==> src/rtl/line_band_detector.sv <==
// line_band_detector
// Counts lane-colour pixels in NUM_BANDS equal horizontal bands of the bottom
// ROI of each frame. On the vsync rising edge the bands are compared one per
// cycle against a width-scaled coverage threshold, then a coverage mask and a
// partial-break flag are published together with a one-cycle valid strobe.
//
// Build option LINE_BAND_PERSIST_EN: when defined, break_flag only changes
// after PERSIST consecutive frames disagree with it; when undefined,
// break_flag follows the raw per-frame result and PERSIST has no effect.
//
// state | meaning
// ------+-------------------------------------------------------------
// IDLE  | measuring geometry, counting hits, waiting for vsync rise
// EVAL  | one band per cycle: latch coverage bit, clear its counter
// DONE  | publish band_ok / break_flag, pulse valid, clear band tracking

module line_band_detector #(
    parameter int ROI_LINES = 40,
    parameter int NUM_BANDS = 4,
    parameter int COVER_PCT = 8,
    parameter int CNT_W     = 24,
    parameter int PERSIST   = 3
) (
    input  logic                 pclk,
    input  logic                 reset,
    input  logic                 vsync,
    input  logic                 href,
    input  logic                 we,
    input  logic                 pix_hit,
    output logic [NUM_BANDS-1:0] band_ok,
    output logic                 break_flag,
    output logic                 valid_pulse,
    output logic [15:0]          width_px,
    output logic [15:0]          height_ln
);
    localparam int BAND_H = ROI_LINES / NUM_BANDS;
    localparam int BL_W   = (BAND_H > 1) ? $clog2(BAND_H) : 1;
    localparam int BI_W   = $clog2(NUM_BANDS + 1);
    localparam int EI_W   = $clog2(NUM_BANDS);
    localparam logic [CNT_W-1:0] CNT_MAX = '1;

    typedef enum logic [1:0] {IDLE, EVAL, DONE} state_t;
    state_t state, state_nxt;

    logic                 vsync_d;
    logic [15:0]          x_cnt;
    logic [15:0]          y_cnt;
    logic [BL_W-1:0]      band_line;
    logic [BI_W-1:0]      band_idx;
    logic [EI_W-1:0]      eval_idx;
    logic [CNT_W-1:0]     cnt [NUM_BANDS];
    logic [NUM_BANDS-1:0] ok_sh;
    logic [31:0]          th;

    logic        vs_rise;
    logic        pix_valid;
    logic        line_end;
    logic        in_roi;
    logic        hit_en;
    logic        raw_break;
    logic [15:0] roi_top;
    logic [15:0] wp;
    logic [31:0] th_nxt;

    assign vs_rise   = vsync && !vsync_d;
    assign pix_valid = we && href && !vsync;
    assign line_end  = !href && (x_cnt != 16'd0);
    // ROI placement comes from the previous frame's height; 0 means top lines
    assign roi_top   = (height_ln > 16'(ROI_LINES)) ? (height_ln - 16'(ROI_LINES)) : 16'd0;
    assign in_roi    = (y_cnt >= roi_top) && (band_idx < BI_W'(NUM_BANDS));
    assign hit_en    = pix_valid && pix_hit && in_roi && (state == IDLE);
    assign wp        = (width_px == 16'd0) ? 16'd1 : width_px;
    assign th_nxt    = (32'(wp) * 32'(BAND_H) * 32'(COVER_PCT)) / 32'd100;
    assign raw_break = (ok_sh != '0) && (ok_sh != '1);

    // FSM state register
    always_ff @(posedge pclk) begin
        if (reset)
            state <= IDLE;
        else
            state <= state_nxt;
    end

    // Next state: a vsync edge in IDLE starts one band-per-cycle evaluation
    always_comb begin
        state_nxt = state;
        case (state)
            IDLE:    if (vs_rise) state_nxt = EVAL;
            EVAL:    if (eval_idx == EI_W'(NUM_BANDS - 1)) state_nxt = DONE;
            DONE:    state_nxt = IDLE;
            default: state_nxt = IDLE;
        endcase
    end

    // Line width / frame height measurement
    always_ff @(posedge pclk) begin
        if (reset) begin
            // Track vsync through reset so a level already high is not an edge
            vsync_d   <= vsync;
            x_cnt     <= '0;
            y_cnt     <= '0;
            width_px  <= '0;
            height_ln <= '0;
        end else begin
            vsync_d <= vsync;
            if (pix_valid) begin
                x_cnt <= x_cnt + 16'd1;
            end else if (line_end) begin
                width_px <= x_cnt;
                x_cnt    <= '0;
                y_cnt    <= y_cnt + 16'd1;
            end
            if (vs_rise) begin
                height_ln <= y_cnt;
                y_cnt     <= '0;
            end
        end
    end

    // Band position: counts lines inside the ROI without dividing by BAND_H
    always_ff @(posedge pclk) begin
        if (reset || (state == DONE)) begin
            band_line <= '0;
            band_idx  <= '0;
        end else if (line_end && (y_cnt >= roi_top) && (band_idx < BI_W'(NUM_BANDS))) begin
            if (band_line == BL_W'(BAND_H - 1)) begin
                band_line <= '0;
                band_idx  <= band_idx + BI_W'(1);
            end else begin
                band_line <= band_line + BL_W'(1);
            end
        end
    end

    // Per-band saturating hit counters; EVAL reads and clears one per cycle
    always_ff @(posedge pclk) begin
        if (reset) begin
            for (int i = 0; i < NUM_BANDS; i++) cnt[i] <= '0;
            ok_sh    <= '0;
            th       <= '0;
            eval_idx <= '0;
        end else begin
            if ((state == IDLE) && vs_rise) begin
                th       <= th_nxt;
                eval_idx <= '0;
            end
            if (state == EVAL) eval_idx <= eval_idx + EI_W'(1);
            for (int i = 0; i < NUM_BANDS; i++) begin
                if ((state == EVAL) && (eval_idx == EI_W'(i))) begin
                    ok_sh[i] <= (32'(cnt[i]) > th);
                    cnt[i]   <= '0;
                end else if (hit_en && (band_idx == BI_W'(i)) && (cnt[i] != CNT_MAX)) begin
                    cnt[i] <= cnt[i] + CNT_W'(1);
                end
            end
        end
    end

`ifdef LINE_BAND_PERSIST_EN
    logic [3:0] pers_cnt;

    // Publish results; break_flag flips only after PERSIST disagreeing frames
    always_ff @(posedge pclk) begin
        if (reset) begin
            band_ok     <= '0;
            break_flag  <= 1'b0;
            valid_pulse <= 1'b0;
            pers_cnt    <= '0;
        end else begin
            valid_pulse <= (state == DONE);
            if (state == DONE) begin
                band_ok <= ok_sh;
                if (raw_break == break_flag) begin
                    pers_cnt <= '0;
                end else if (pers_cnt >= 4'(PERSIST - 1)) begin
                    break_flag <= ~break_flag;
                    pers_cnt   <= '0;
                end else begin
                    pers_cnt <= pers_cnt + 4'd1;
                end
            end
        end
    end
`else
    // PERSIST has no effect without the debounce filter
    logic persist_unused;
    assign persist_unused = (PERSIST > 0);

    // Publish results; break_flag follows each frame's raw result
    always_ff @(posedge pclk) begin
        if (reset) begin
            band_ok     <= '0;
            break_flag  <= 1'b0;
            valid_pulse <= 1'b0;
        end else begin
            valid_pulse <= (state == DONE);
            if (state == DONE) begin
                band_ok    <= ok_sh;
                break_flag <= raw_break;
            end
        end
    end
`endif

endmodule

==> config.mk <==
export PLATFORM = sky130hd
export DESIGN_NAME = line_band_detector
export DESIGN_NICKNAME = d
export VERILOG_FILES = /design/src/rtl/line_band_detector.sv
export SDC_FILE = /design/constraint.sdc
export NUM_CORES = 1
export LEC_CHECK = 0
export BUFFER_PORTS_ARGS = -buffer_cell sky130_fd_sc_hd__buf_2
export CAP_MARGIN = 40
export CORE_ASPECT_RATIO = 1.1
export CORE_UTILIZATION = 45
export DETAILED_ROUTE_END_ITERATION = 10
export PLACE_DENSITY = 0.59
export SYNTH_ARGS = -nofsm -noshare
export SYNTH_HDL_FRONTEND = slang
export SYNTH_SLANG_ARGS = --single-unit
==> constraint.sdc <==
create_clock -name pclk -period 15.85 [get_ports pclk]
set_input_delay 1.585 -clock pclk [delete_from_list [all_inputs] [get_ports pclk]]
set_output_delay 1.585 -clock pclk [all_outputs]
set_load 0.01 [all_outputs]
==> metrics list <==
- The run finished with clean final reports.
- At the pin with the least slew margin, the transition time is 0.917 ns.
- WS Path Type: reg -> reg
* ANT nets after route: 0
* Total Routed Length: 40.9 mm
- Count of routing violations after the opening detailed-route iteration: approximately 960
* Worst EP required: ~16 ns
* Layout cell share with drive strength beyond 1: about 9%
- Register share of total power: between 50% and 60%
- Entering global routing, the biggest net connects 68 pins.
* Area added between synthesis and finish: 8.23%
* Setup TNS: 0 ns
* Primary flip-flop cell chosen by synthesis mapping: sky130_fd_sc_hd__dfxtp_1
- Global placer's final weighted congestion: 0.903
* Met2 demand-to-capacity share in global routing: between 30% and 40%
- Once layout is complete, the utilization of the core stands at around half.
- After layout, the design draws a total of 1.09 mW.
- Met3 track demand over resource in global routing: roughly 4.2%
- Slowest stage delay, CP: between 0.6 and 0.7 ns
- Kind of launch point of the worst setup path: flop
- Post-synth top area share: 17.9%
- In the routed layout, each cell is associated on average with a via count of approximately 5.8.
- When the netlist entered floorplanning its net count stood at about 2,100.
* Clk Latency, worst-skew pair: 0.45 ns
- Die area: 0.0365 mm^2
- Setup violations remaining at the end of the flow were counted as 0.
- After routing the design area is 0.0174 mm^2.
- Logic pwr share: a little over 8%
- FFs w/ async S/R, synth: 0%
- Worst Skew: between 0.01 and 0.015 ns
- Leak pwr: 6.44 nW
* Maximum root-to-sink buffer count: 2
- Largest fanout of any net on the critical path: 14
* Clock-pin transition on the worst setup and hold timing paths: about 0.080 ns
- The tree is rooted in a sky130_fd_sc_hd__clkbuf_16.
- Vias: ~14,000
- The path class of the tightest hold or removal check is reg -> reg.
* Synthesis-stage register bit count: between 150 and 200
- Worst Path Arrival: between 15 and 20 ns
- Total of warnings raised by yosys: 0
* Overflow left after global routing: 0
* Worst path slowest cell: sky130_fd_sc_hd__xor2_1
* Part of the power in the clock network: between 30% and 40%
* Most frequent cells after synthesis: sky130_fd_sc_hd__nor2_1, sky130_fd_sc_hd__nand2_1, sky130_fd_sc_hd__a21oi_1
- Global routing consumed, over all layers together, a little under a quarter of the routing resources.
* Power per Cell Area: 62.7 mW/mm^2
- The number of global-route vias before repair was about 13,000.
- The worst setup path is captured at a flop.
- Post-Route Hold Slack: 0.456 ns
- Num Clock Sinks: approximately 200
* Router iterations before antenna repair: 5
- For flop-to-flop paths, the worst setup slack is between 0.9 and 1 ns.
- Once the floorplan was initialized, standard cells occupied 45.7% of the core.
- Count of nets after finishing: 2,079
* Cell with the most instances after synthesis: sky130_fd_sc_hd__nor2_1
- By area the synthesized netlist is led by sky130_fd_sc_hd__edfxtp_1, sky130_fd_sc_hd__dfxtp_1, sky130_fd_sc_hd__ha_1.
* Max frequency: about 0.067 GHz
* HPWL after detailed placement: ~30 mm
- Gate count after technology mapping: around 1,900
- The placed instances occupy a cell area of 0.0168 mm^2.
- The floorplan step defined a core boundary enclosing 0.0352 mm^2.
* I/O pins: 44
- Number of antenna violations at the first check in global routing: 1
* Tightest slew margin relative to the limit: around two fifths
- The die is between 150 and 200 um wide.
* Count of port buffers added during placement: 43
* Post-synth EDFFs: 96
- Number of H-tree levels: 4
- The cell area that synthesis handed to floorplanning was approximately 0.016 mm^2.
- Synth Area per Inst: between 8 and 9 um^2
* Synth area leader: sky130_fd_sc_hd__edfxtp_1
- Number of different library cells in the post-synthesis netlist: 108
- Share of synthesized area occupied by flip-flops and latches: approximately 31%
* Busiest layer in global routing: met2
* CTS tree: yes
- In the global route stage, met1 resource usage came out at a little under a third.
- Counting the buffers created by CTS gives 17.
- Number of remaining DRC errors: 0
- Ratio of final minimum period to clock period: between 90% and 100%
* Internal Power: just over 0.8 mW
- Across the run, the number of max-cap violations was 0.
- Slew Viols, Final: 0
- The die is between 200 and 250 um tall.
- Crit path time final: ~15 ns
- Global-route wire length before repair: about 68 mm
* Maximum vdd drop: ~0.078 mV
* Average detailed-routed wire length per instance: around 17 um
- Setup repair after global routing left no endpoint under its margin.
- After floorplanning, the core was divided into slightly above 70 placement rows.
* Fraction of power spent switching nets: between 20% and 30%
- Summed over all nets, the switching power comes to approximately 0.28 mW.
- The count of endpoints failing hold in the final timing report came to 0.
-- worst paths after layout --
| kind | to | start | cells past startpoint |
|---|---|---|---|
| max reg2reg | th[0] | width_px[1] | 46 |
| min reg2reg | th[7] | th[7] | 2 |
| max | th[0] | width_px[1] | 46 |
| min | th[7] | th[7] | 2 |
-- placed cells by master (no fill, tap or decap), types with 14 or more instances in the layout --
cell type | synthesis | routed
sky130_fd_sc_hd__o21ai_1 | 14 | 14
sky130_fd_sc_hd__nor3_1 | 46 | 45
sky130_fd_sc_hd__nand3_1 | 80 | 80
sky130_fd_sc_hd__nand2b_1 | 33 | 33
sky130_fd_sc_hd__inv_1 | 52 | 52
sky130_fd_sc_hd__or2_2 | 14 | 14
sky130_fd_sc_hd__edfxtp_1 | 96 | 96
sky130_fd_sc_hd__clkbuf_16 | 0 | 17
sky130_fd_sc_hd__nand2_1 | 202 | 202
sky130_fd_sc_hd__and3_1 | 36 | 36
sky130_fd_sc_hd__o211ai_1 | 17 | 17
sky130_fd_sc_hd__o21a_1 | 20 | 20
sky130_fd_sc_hd__a21o_1 | 17 | 17
sky130_fd_sc_hd__and2_1 | 18 | 18
sky130_fd_sc_hd__a21oi_1 | 144 | 144
sky130_fd_sc_hd__xor2_1 | 77 | 77
sky130_fd_sc_hd__nor2_1 | 242 | 242
sky130_fd_sc_hd__ha_1 | 128 | 128
sky130_fd_sc_hd__buf_4 | 3 | 19
sky130_fd_sc_hd__a211oi_1 | 25 | 25
sky130_fd_sc_hd__nor2b_1 | 34 | 34
sky130_fd_sc_hd__xnor2_1 | 71 | 70
sky130_fd_sc_hd__o21ai_0 | 69 | 69
sky130_fd_sc_hd__buf_2 | 11 | 44
sky130_fd_sc_hd__nand4_1 | 48 | 48
sky130_fd_sc_hd__dfxtp_1 | 103 | 103
sky130_fd_sc_hd__or3_1 | 18 | 18
-- state kept, by name, summed over array words and instances, names as in the netlist, 2 cells and up --
name and count:
th 17, width_px 16, state 2, band_line 4, x_cnt 16, height_ln 16
eval_idx 2, y_cnt 16, cnt 96, ok_sh 4, band_ok 4, band_idx 3
-- layout make-up --
| type | count | area [um^2] |
|---|---|---|
| Antenna cell | 1 | 2.50 |
| Timing Repair Buffer | 69 | 458 |
| Clock inverter | 15 | 141 |
| Multi-Input combinational cell | 1605 | 10600 |
| Inverter | 52 | 195 |
| Clock buffer | 17 | 425 |
| Tap cell | 481 | 602 |
| Sequential cell | 199 | 4940 |
| Fill cell | 3419 | 17800 |
-- layer usage --
layer	routed length, um	part of all wire [%]	vias up
li1	-	-	7102
met1	19200	47	6716
met2	19000	46	303
met3	2000	4.9	42
met4	740	1.8	0
met5	0	0	-
-- metrics by stage --
step / setup slack [ns] / cells
global route: 0.0381 / 2438
CTS: 0.903 / 2438
global placement: 1.29 / 2395
floorplan: 2.54 / 1941
finish: 0.963 / 2439
detailed placement: 0.958 / 2406
-- power groups by stage --
stage,logic [mW],registers [mW],clock network (mW)
after floorplan,0.0627,0.577,0
after global placement,0.0846,0.581,0
after detailed placement,0.0879,0.581,0
after CTS,0.0887,0.570,0.443
after global routing,0.101,0.572,0.462
final,0.0880,0.570,0.433
-- cells by family after synthesis --
logic type | count (synthesis) | synth area share, %
buffers and inverters | 137 | 3.35
XOR/XNOR | 155 | 8.91
AO/OA/AOI/OAI | 469 | 20.3
adder cells (fa/ha/maj) | 134 | 10.4
AND/OR/NAND/NOR | 827 | 24.9
flip-flops | 199 | 30.7
multiplexers | 20 | 1.36
-- worst max-delay path, delay by kind of cell (launching register included) --
family | cells | cell delay (ns)
simple gates | 13 | 4.37
xor+xnor | 5 | 1.44
mux | 1 | 0.28
fa+ha+maj | 5 | 1.65
compound gates | 22 | 6.51
flops | 1 | 0.53
-- repair_timing --
item,CTS,global route
endpoints found under the setup margin,0,1
endpoints found under the hold margin,0,0
hold buffers,0,0
resized for setup,0,2
buffers inserted,0,0
No activity file was read; power rests on OpenSTA's default activity.
